### src/rtl/disp_scan2_pkg.sv
// Shared types and default sizing for the two-digit display scan sequencer.
// The counter width helper keeps the cycle counter just wide enough for the longer interval.
package disp_scan_pkg;

  typedef enum logic [1:0] {
    IDLE  = 2'd0,
    ON    = 2'd1,
    BLANK = 2'd2
  } scan_state_t;

  localparam int DISP_W         = 7;
  localparam int DISP_ON_CYC    = 1000;
  localparam int DISP_BLANK_CYC = 10;

  function automatic int cnt_width(input int on_cyc, input int blank_cyc);
    int m;
    m = (on_cyc > blank_cyc) ? on_cyc : blank_cyc;
    if (m < 1) m = 1;
    return $clog2(m + 1);
  endfunction

endpackage

### src/rtl/disp_scan2_if.sv
// Bundle between the scan sequencer and its surroundings: run level and digit
// patterns in, decoder enable/select, segment bus and frame tick out.
interface disp_scan2_if
  import disp_scan_pkg::*;
#(
  parameter int W = DISP_W
);
  // run is a plain level (no valid/ready pair): sampled every rising edge,
  // high means keep scanning, low abandons the frame on the next edge.
  logic         run;
  logic [W-1:0] D0;
  logic [W-1:0] D1;
  logic         E;
  logic         A0;
  logic [W-1:0] SEG;
  logic         TICK;

  modport master (output run, D0, D1, input E, A0, SEG, TICK);
  modport slave  (input run, D0, D1, output E, A0, SEG, TICK);
endinterface

### src/rtl/disp_scan2.sv
// Two-position display scan sequencer: lights digit 0 then digit 1 on a shared
// segment bus, with optional dark gaps between them and a tick per full frame.
module disp_scan2
  import disp_scan_pkg::*;
#(
  parameter int W         = DISP_W,
  parameter int ON_CYC    = DISP_ON_CYC,
  parameter int BLANK_CYC = DISP_BLANK_CYC
) (
  input  logic          clk,
  input  logic          rst,
  disp_scan2_if.slave   bus,
  output scan_state_t   state_o
);

  localparam int CW = cnt_width(ON_CYC, BLANK_CYC);
  localparam logic [CW-1:0] ON_LAST = CW'(ON_CYC - 1);
  // With no blanking the BLANK state is unreachable, so its terminal count is a don't-care.
  localparam logic [CW-1:0] BL_LAST = (BLANK_CYC > 0) ? CW'(BLANK_CYC - 1) : '0;

  scan_state_t   state_q;
  logic [CW-1:0] cnt_q;
  logic          e_q;
  logic          a0_q;
  logic [W-1:0]  seg_q;
  logic          tick_q;

  always_ff @(posedge clk) begin
    if (rst) begin
      state_q <= IDLE;
      cnt_q   <= '0;
      e_q     <= 1'b0;
      a0_q    <= 1'b0;
      seg_q   <= '0;
      tick_q  <= 1'b0;
    end else begin
      tick_q <= 1'b0;
      case (state_q)
        IDLE: begin
          if (bus.run) begin
            state_q <= ON;
            cnt_q   <= '0;
            e_q     <= 1'b1;
            a0_q    <= 1'b0;
            seg_q   <= bus.D0;
          end
        end
        ON: begin
          if (!bus.run) begin
            state_q <= IDLE;
            cnt_q   <= '0;
            e_q     <= 1'b0;
            a0_q    <= 1'b0;
            seg_q   <= '0;
          end else if (cnt_q == ON_LAST) begin
            cnt_q  <= '0;
            tick_q <= a0_q;
            if (BLANK_CYC > 0) begin
              state_q <= BLANK;
              e_q     <= 1'b0;
              seg_q   <= '0;
            end else begin
              // Back-to-back digits: E stays high, select and pattern swap together.
              a0_q  <= ~a0_q;
              seg_q <= a0_q ? bus.D0 : bus.D1;
            end
          end else begin
            cnt_q <= cnt_q + 1'b1;
          end
        end
        BLANK: begin
          if (!bus.run) begin
            state_q <= IDLE;
            cnt_q   <= '0;
            e_q     <= 1'b0;
            a0_q    <= 1'b0;
            seg_q   <= '0;
          end else if (cnt_q == BL_LAST) begin
            state_q <= ON;
            cnt_q   <= '0;
            e_q     <= 1'b1;
            a0_q    <= ~a0_q;
            seg_q   <= a0_q ? bus.D0 : bus.D1;
          end else begin
            cnt_q <= cnt_q + 1'b1;
          end
        end
        default: begin
          state_q <= IDLE;
          cnt_q   <= '0;
          e_q     <= 1'b0;
          a0_q    <= 1'b0;
          seg_q   <= '0;
        end
      endcase
    end
  end

  assign bus.E    = e_q;
  assign bus.A0   = a0_q;
  assign bus.SEG  = seg_q;
  assign bus.TICK = tick_q;
  assign state_o  = state_q;

endmodule

### src/flat_wrapper.sv
// flat-port wrapper written by rule: the top's interface ports become plain ports
module disp_scan2_flat import disp_scan_pkg::*;
#(
  parameter int W         = DISP_W,
  parameter int ON_CYC    = DISP_ON_CYC,
  parameter int BLANK_CYC = DISP_BLANK_CYC
)
  (clk, rst, state_o, bus_run, bus_D0, bus_D1, bus_E, bus_A0, bus_SEG, bus_TICK);
  disp_scan2_if #(.W(W)) bus_i ();
  input  logic clk;
  input  logic rst;
  output scan_state_t state_o;
  input wire logic [$bits(bus_i.run)-1:0] bus_run;
  input wire logic [$bits(bus_i.D0)-1:0] bus_D0;
  input wire logic [$bits(bus_i.D1)-1:0] bus_D1;
  output wire logic [$bits(bus_i.E)-1:0] bus_E;
  output wire logic [$bits(bus_i.A0)-1:0] bus_A0;
  output wire logic [$bits(bus_i.SEG)-1:0] bus_SEG;
  output wire logic [$bits(bus_i.TICK)-1:0] bus_TICK;
  assign bus_i.run = bus_run;
  assign bus_i.D0 = bus_D0;
  assign bus_i.D1 = bus_D1;
  assign bus_E = bus_i.E;
  assign bus_A0 = bus_i.A0;
  assign bus_SEG = bus_i.SEG;
  assign bus_TICK = bus_i.TICK;
  disp_scan2 #(.W(W), .ON_CYC(ON_CYC), .BLANK_CYC(BLANK_CYC)) u_core (.clk(clk), .rst(rst), .bus(bus_i), .state_o(state_o));
endmodule
### config.mk
export PLATFORM = sky130hd
export DESIGN_NAME = disp_scan2_flat
export DESIGN_NICKNAME = d
export VERILOG_FILES = /design/src/rtl/disp_scan2_pkg.sv /design/src/rtl/disp_scan2_if.sv /design/src/rtl/disp_scan2.sv /design/src/flat_wrapper.sv
export SDC_FILE = /design/constraint.sdc
export NUM_CORES = 1
export LEC_CHECK = 0
export ABC_AREA = 1
export CAP_MARGIN = 20
export CORE_UTILIZATION = 35
export DETAILED_ROUTE_END_ITERATION = 10
export HOLD_SLACK_MARGIN = 0.06
export SLEW_MARGIN = 20
export SYNTH_ARGS = -nofsm -noshare
export SYNTH_HDL_FRONTEND = slang
export SYNTH_SLANG_ARGS = --single-unit
### constraint.sdc
create_clock -name clk -period 1.96 [get_ports clk]
set_input_delay 0.392 -clock clk [delete_from_list [all_inputs] [get_ports clk]]
set_output_delay 0.392 -clock clk [all_outputs]
set_load 0.03 [all_outputs]
==> impl_results.rst <==
.. list-table::
   :header-rows: 1

   * - Metric
     - Value
   * - Run status
     - complete, no violations
   * - Synth Area in XOR/XNOR
     - 0%
   * - Hold_buf cts
     - 0
   * - Cell with the most instances after synthesis
     - nand2_1
   * - Critical Path Source
     - u_core.state_o[1]$_SDFFE_PP0P_
   * - Share of synthesized cell area in and, or, nand and nor gates
     - 41.9%
   * - Site row count
     - 23
   * - Count of antenna-violating nets left after detailed routing
     - 0
   * - Adder-cell share of the synthesized area
     - under 10%
   * - LEAKAGE
     - around 0.9 nW
   * - Final wirelength
     - around 3600 microns
   * - Grt ovf
     - 0
   * - Die ar.
     - roughly 0.0045 sq mm
   * - Residual DRC count
     - 0
   * - Final number of setup-violating endpoints
     - 0
   * - Compound-gate portion of the synthesized area
     - about a tenth
   * - Depth of the worst register-to-register path
     - 9
   * - Initial antenna violation count
     - 0
   * - Post-route cell area
     - 0.00191 sq mm
   * - Cell at the root of the clock tree
     - clkbuf_8
   * - Storage cell area
     - ~440 sq um
   * - Portion of synthesized cell area occupied by the leading cell type
     - between 20% and 30%
   * - Number of enable flip-flop cells after synthesis
     - 0
   * - Cell total after placement
     - ~320
   * - Net count, final
     - about 300
   * - Portion of netlist area occupied by mux cells
     - 0%
   * - TritonCTS clock tree
     - yes
   * - Post-layout min period
     - 1.73 ns
   * - Power per Cell Area
     - about 1300 mW/mm^2
   * - Number of distinct standard cells referenced by the synthesized netlist
     - 24
   * - Count of cell instances traversed by the critical path
     - 1
   * - Netlist area before placement
     - roughly 0.0015 sq mm
   * - Top cells by instance count after synthesis
     - 62 x nand2_1, 37 x inv_1, 36 x nor2_1, 22 x dfxtp_1, 13 x nand4_1
   * - 1st-iter DRT viols
     - 60
   * - Pre-antenna DRT Iters
     - 4
   * - WL/cell
     - 11.1 microns
   * - CTS buffer count
     - 3
   * - Cell Count, Final, Fillers Out
     - ~320
   * - Setup repair after global routing missed its margin
     - no
   * - Number of warnings reported in the yosys synthesis log
     - 0
   * - Hold Violations, Final
     - 0
   * - Fraction of power consumed by sequential logic
     - a little over a quarter
   * - Setup TNS
     - 0 ns
   * - Cell at the slowest stage of the critical path
     - clkdlybuf4s50_1
   * - Internal
     - 1.38 mW
   * - Leading post-synthesis cells by cell area
     - dfxtp_1 30%, nand2_1 16%, inv_1 9.3%
   * - Die width
     - 67.2 microns
   * - Clock-pin slew reported for the worst setup and hold paths after clock tree synthesis
     - ~0.080 ns
   * - Fraction of power consumed by the clock network
     - between 10% and 20%
   * - Power consumption
     - 2.42 mW
   * - Maximum Capacitance Violations
     - 0
   * - Dominant combinational cell family by area after synthesis
     - simple AND/OR/NAND/NOR gates
   * - Detailed-route via count
     - 1515
   * - Switching power share of the total
     - 43.2%
   * - Core area
     - just over 0.004 sq mm
   * - Filler Cells Inserted
     - approximately 440
   * - Maximum number of pins on one net before global-route repair
     - 18
   * - Max stage delay on crit path
     - 0.69 ns
   * - Measured slew at the worst slew-check pin
     - around 0.31 ns
   * - Worst-case clock skew
     - around 0.0040 ns
   * - Mean Syn Cell Area
     - roughly 6.2 sq um
   * - CP Data Arrival Time
     - about 1.3 ns
   * - Number of buffers on the longest clock path
     - 2
   * - Number of sinks on the clock net
     - 22
   * - Sum of net half-perimeters after detailed placement
     - roughly 2700 microns
   * - Share of layout cells above drive strength 1
     - between 10 and 15%
   * - Part of the Yosys area used for sequential elements
     - 29.6%
   * - Number of instances in the synthesized netlist
     - 239
   * - Net count of the mapped netlist
     - 262
   * - Number of global-route vias before repair
     - 1321
   * - Number of storage elements in the synthesis netlist
     - 22
   * - Endpoint type of the worst setup path
     - output pin
   * - Signed area change from the synthesized netlist to the final layout
     - 28.7%
   * - Final critical-path share of the clock period
     - about nine tenths
   * - Most instantiated flip-flop cell in the synthesis netlist
     - dfxtp_1
   * - Starting density of the core
     - between 30% and 40%
   * - Quantity of I/O buffers inserted on ports
     - 28
   * - Required @ worst endpoint
     - approximately 1.6 ns
   * - All-Layer GR Usage
     - 16.2%
   * - Hold Path Stages
     - 4
   * - Max-slew violation count
     - 0
   * - Maximum frequency from static timing analysis
     - 577 MHz
   * - Overall die height
     - 67.2 microns
   * - Post-CTS setup buffer count
     - 0
   * - Highest fanout seen on the critical path
     - 4
   * - Async set or reset register ratio after synthesis
     - 0%
   * - Wire length of the first global-routing pass
     - roughly 5600 microns
   * - Placer congestion estimate
     - 0.817
   * - Area used by multi-input combinational logic
     - approximately 840 sq um
   * - Worst VDD drop
     - roughly 0.42 mV
   * - Number of top-level pins
     - 29
   * - WS Path Type
     - register to output pin
   * - Post-CTS resize count
     - 0
   * - Buffers plus inverters on the worst setup path
     - 1
   * - Antenna Diode Count
     - 0
   * - Reg2Reg Launch Point
     - u_core.state_o[0]$_SDFFE_PP0P_
   * - Vias per cell
     - 4.70
   * - Switching power of the nets
     - about 1.0 mW
   * - Source-to-sink clock delay at the later pin of the worst-skew pair
     - between 0.2 and 0.3 ns
   * - Rel. slew slack
     - 79.1%
   * - Area leader, netlist
     - dfxtp_1
   * - CTS H-tree lvls
     - 1
   * - Combinational power share
     - 55.9%
   * - Crit path cell chain
     - clkdlybuf4s50_1
   * - Min-Delay Startpoint
     - u_core.bus.SEG[5]$_SDFFE_PP0P_
   * - Post-placement cell area
     - 0.00184 sq mm
   * - Setup crit start kind
     - register
   * - Layout Utilization
     - 47.5%
   * - Path type of the worst min-delay path
     - register to register
   * - Cell family with most CP delay
     - buffers and inverters
## area by class of cell
type                       instances  area share [%]
clock buffer                       3            2.16
sequential                        22            23.0
timing repair buffer              37            18.3
multi-input combinational        169            43.8
clock inverter                     1            1.57
tap                               50            3.27
inverter                          40            7.85
## worst min-delay path: stages (launching register included)
cell and delay (ns):
dfxtp_1 0.31, inv_1 0.05, nand2_1 0.04, inv_1 0.04, nor2_1 0.03
## metal layers
metal | track usage, % | vias up | routed length, microns
li1 | - | 810 | -
met1 | 19.9 | 655 | 1650
met2 | 28.7 | 45 | 1680
met3 | 2.03 | 5 | 203
met4 | 5.85 | 0 | 45
met5 | 0 | - | 0
## final timing paths
| kind | end | slack (ns) |
|---|---|---|
| min | u_core.bus.SEG[5]$_SDFFE_PP0P_ | 0.51 |
| max | state_o[1] | 0.23 |
| max reg2reg | u_core.cnt_q[9]$_SDFFE_PP0P_ | 0.34 |
| min reg2reg | u_core.bus.SEG[5]$_SDFFE_PP0P_ | 0.51 |
## sequential cells by signal, indices dropped and copies added, names as in the netlist
name,cells
u_core.bus.TICK,1
u_core.bus.E,1
u_core.state_o,2
u_core.bus.SEG,7
u_core.bus.A0,1
u_core.cnt_q,10
## power by group through the flow
stage               clock, mW  sequential [mW]  combinational, mW
floorplan                   0            0.827              0.762
global placement            0            0.648               1.36
detailed placement          0            0.649               1.36
CTS                     0.447            0.640               1.37
global route            0.458            0.657               1.52
finish                  0.431            0.637               1.35
## placed cells by master (no fill, tap or decap), types with 3 or more instances in the layout
cell type        Yosys  final
o21ai_0              4      4
nand2_1             62     62
a21oi_1             11     11
clkbuf_8             0      3
nand4_1             13     13
or2_2                7      7
nor2_1              36     36
nand3_1             12     12
inv_1               37     37
nand2_2              4      4
ha_1                 6      6
dfxtp_1             22     22
buf_4                2      9
clkdlybuf4s50_1      0     27
a21boi_0             6      6
## cell families after synthesis
| group | Yosys count |
|---|---|
| adders and majority gates | 6 |
| buffers and inverters | 48 |
| DFF | 22 |
| and+or+nand+nor | 139 |
| AOI/OAI and AO/OA | 24 |
## per-stage QoR
step	setup WS, ns	hold WS (ns)
4_1_cts	0.0395	0.516
3_3_place_gp	0.150	0.497
3_5_place_dp	0.139	0.501
6_report	0.228	0.512
2_1_floorplan	0.237	0.461
5_1_grt	0.179	0.542
No activity file was read; power rests on OpenSTA's default activity.
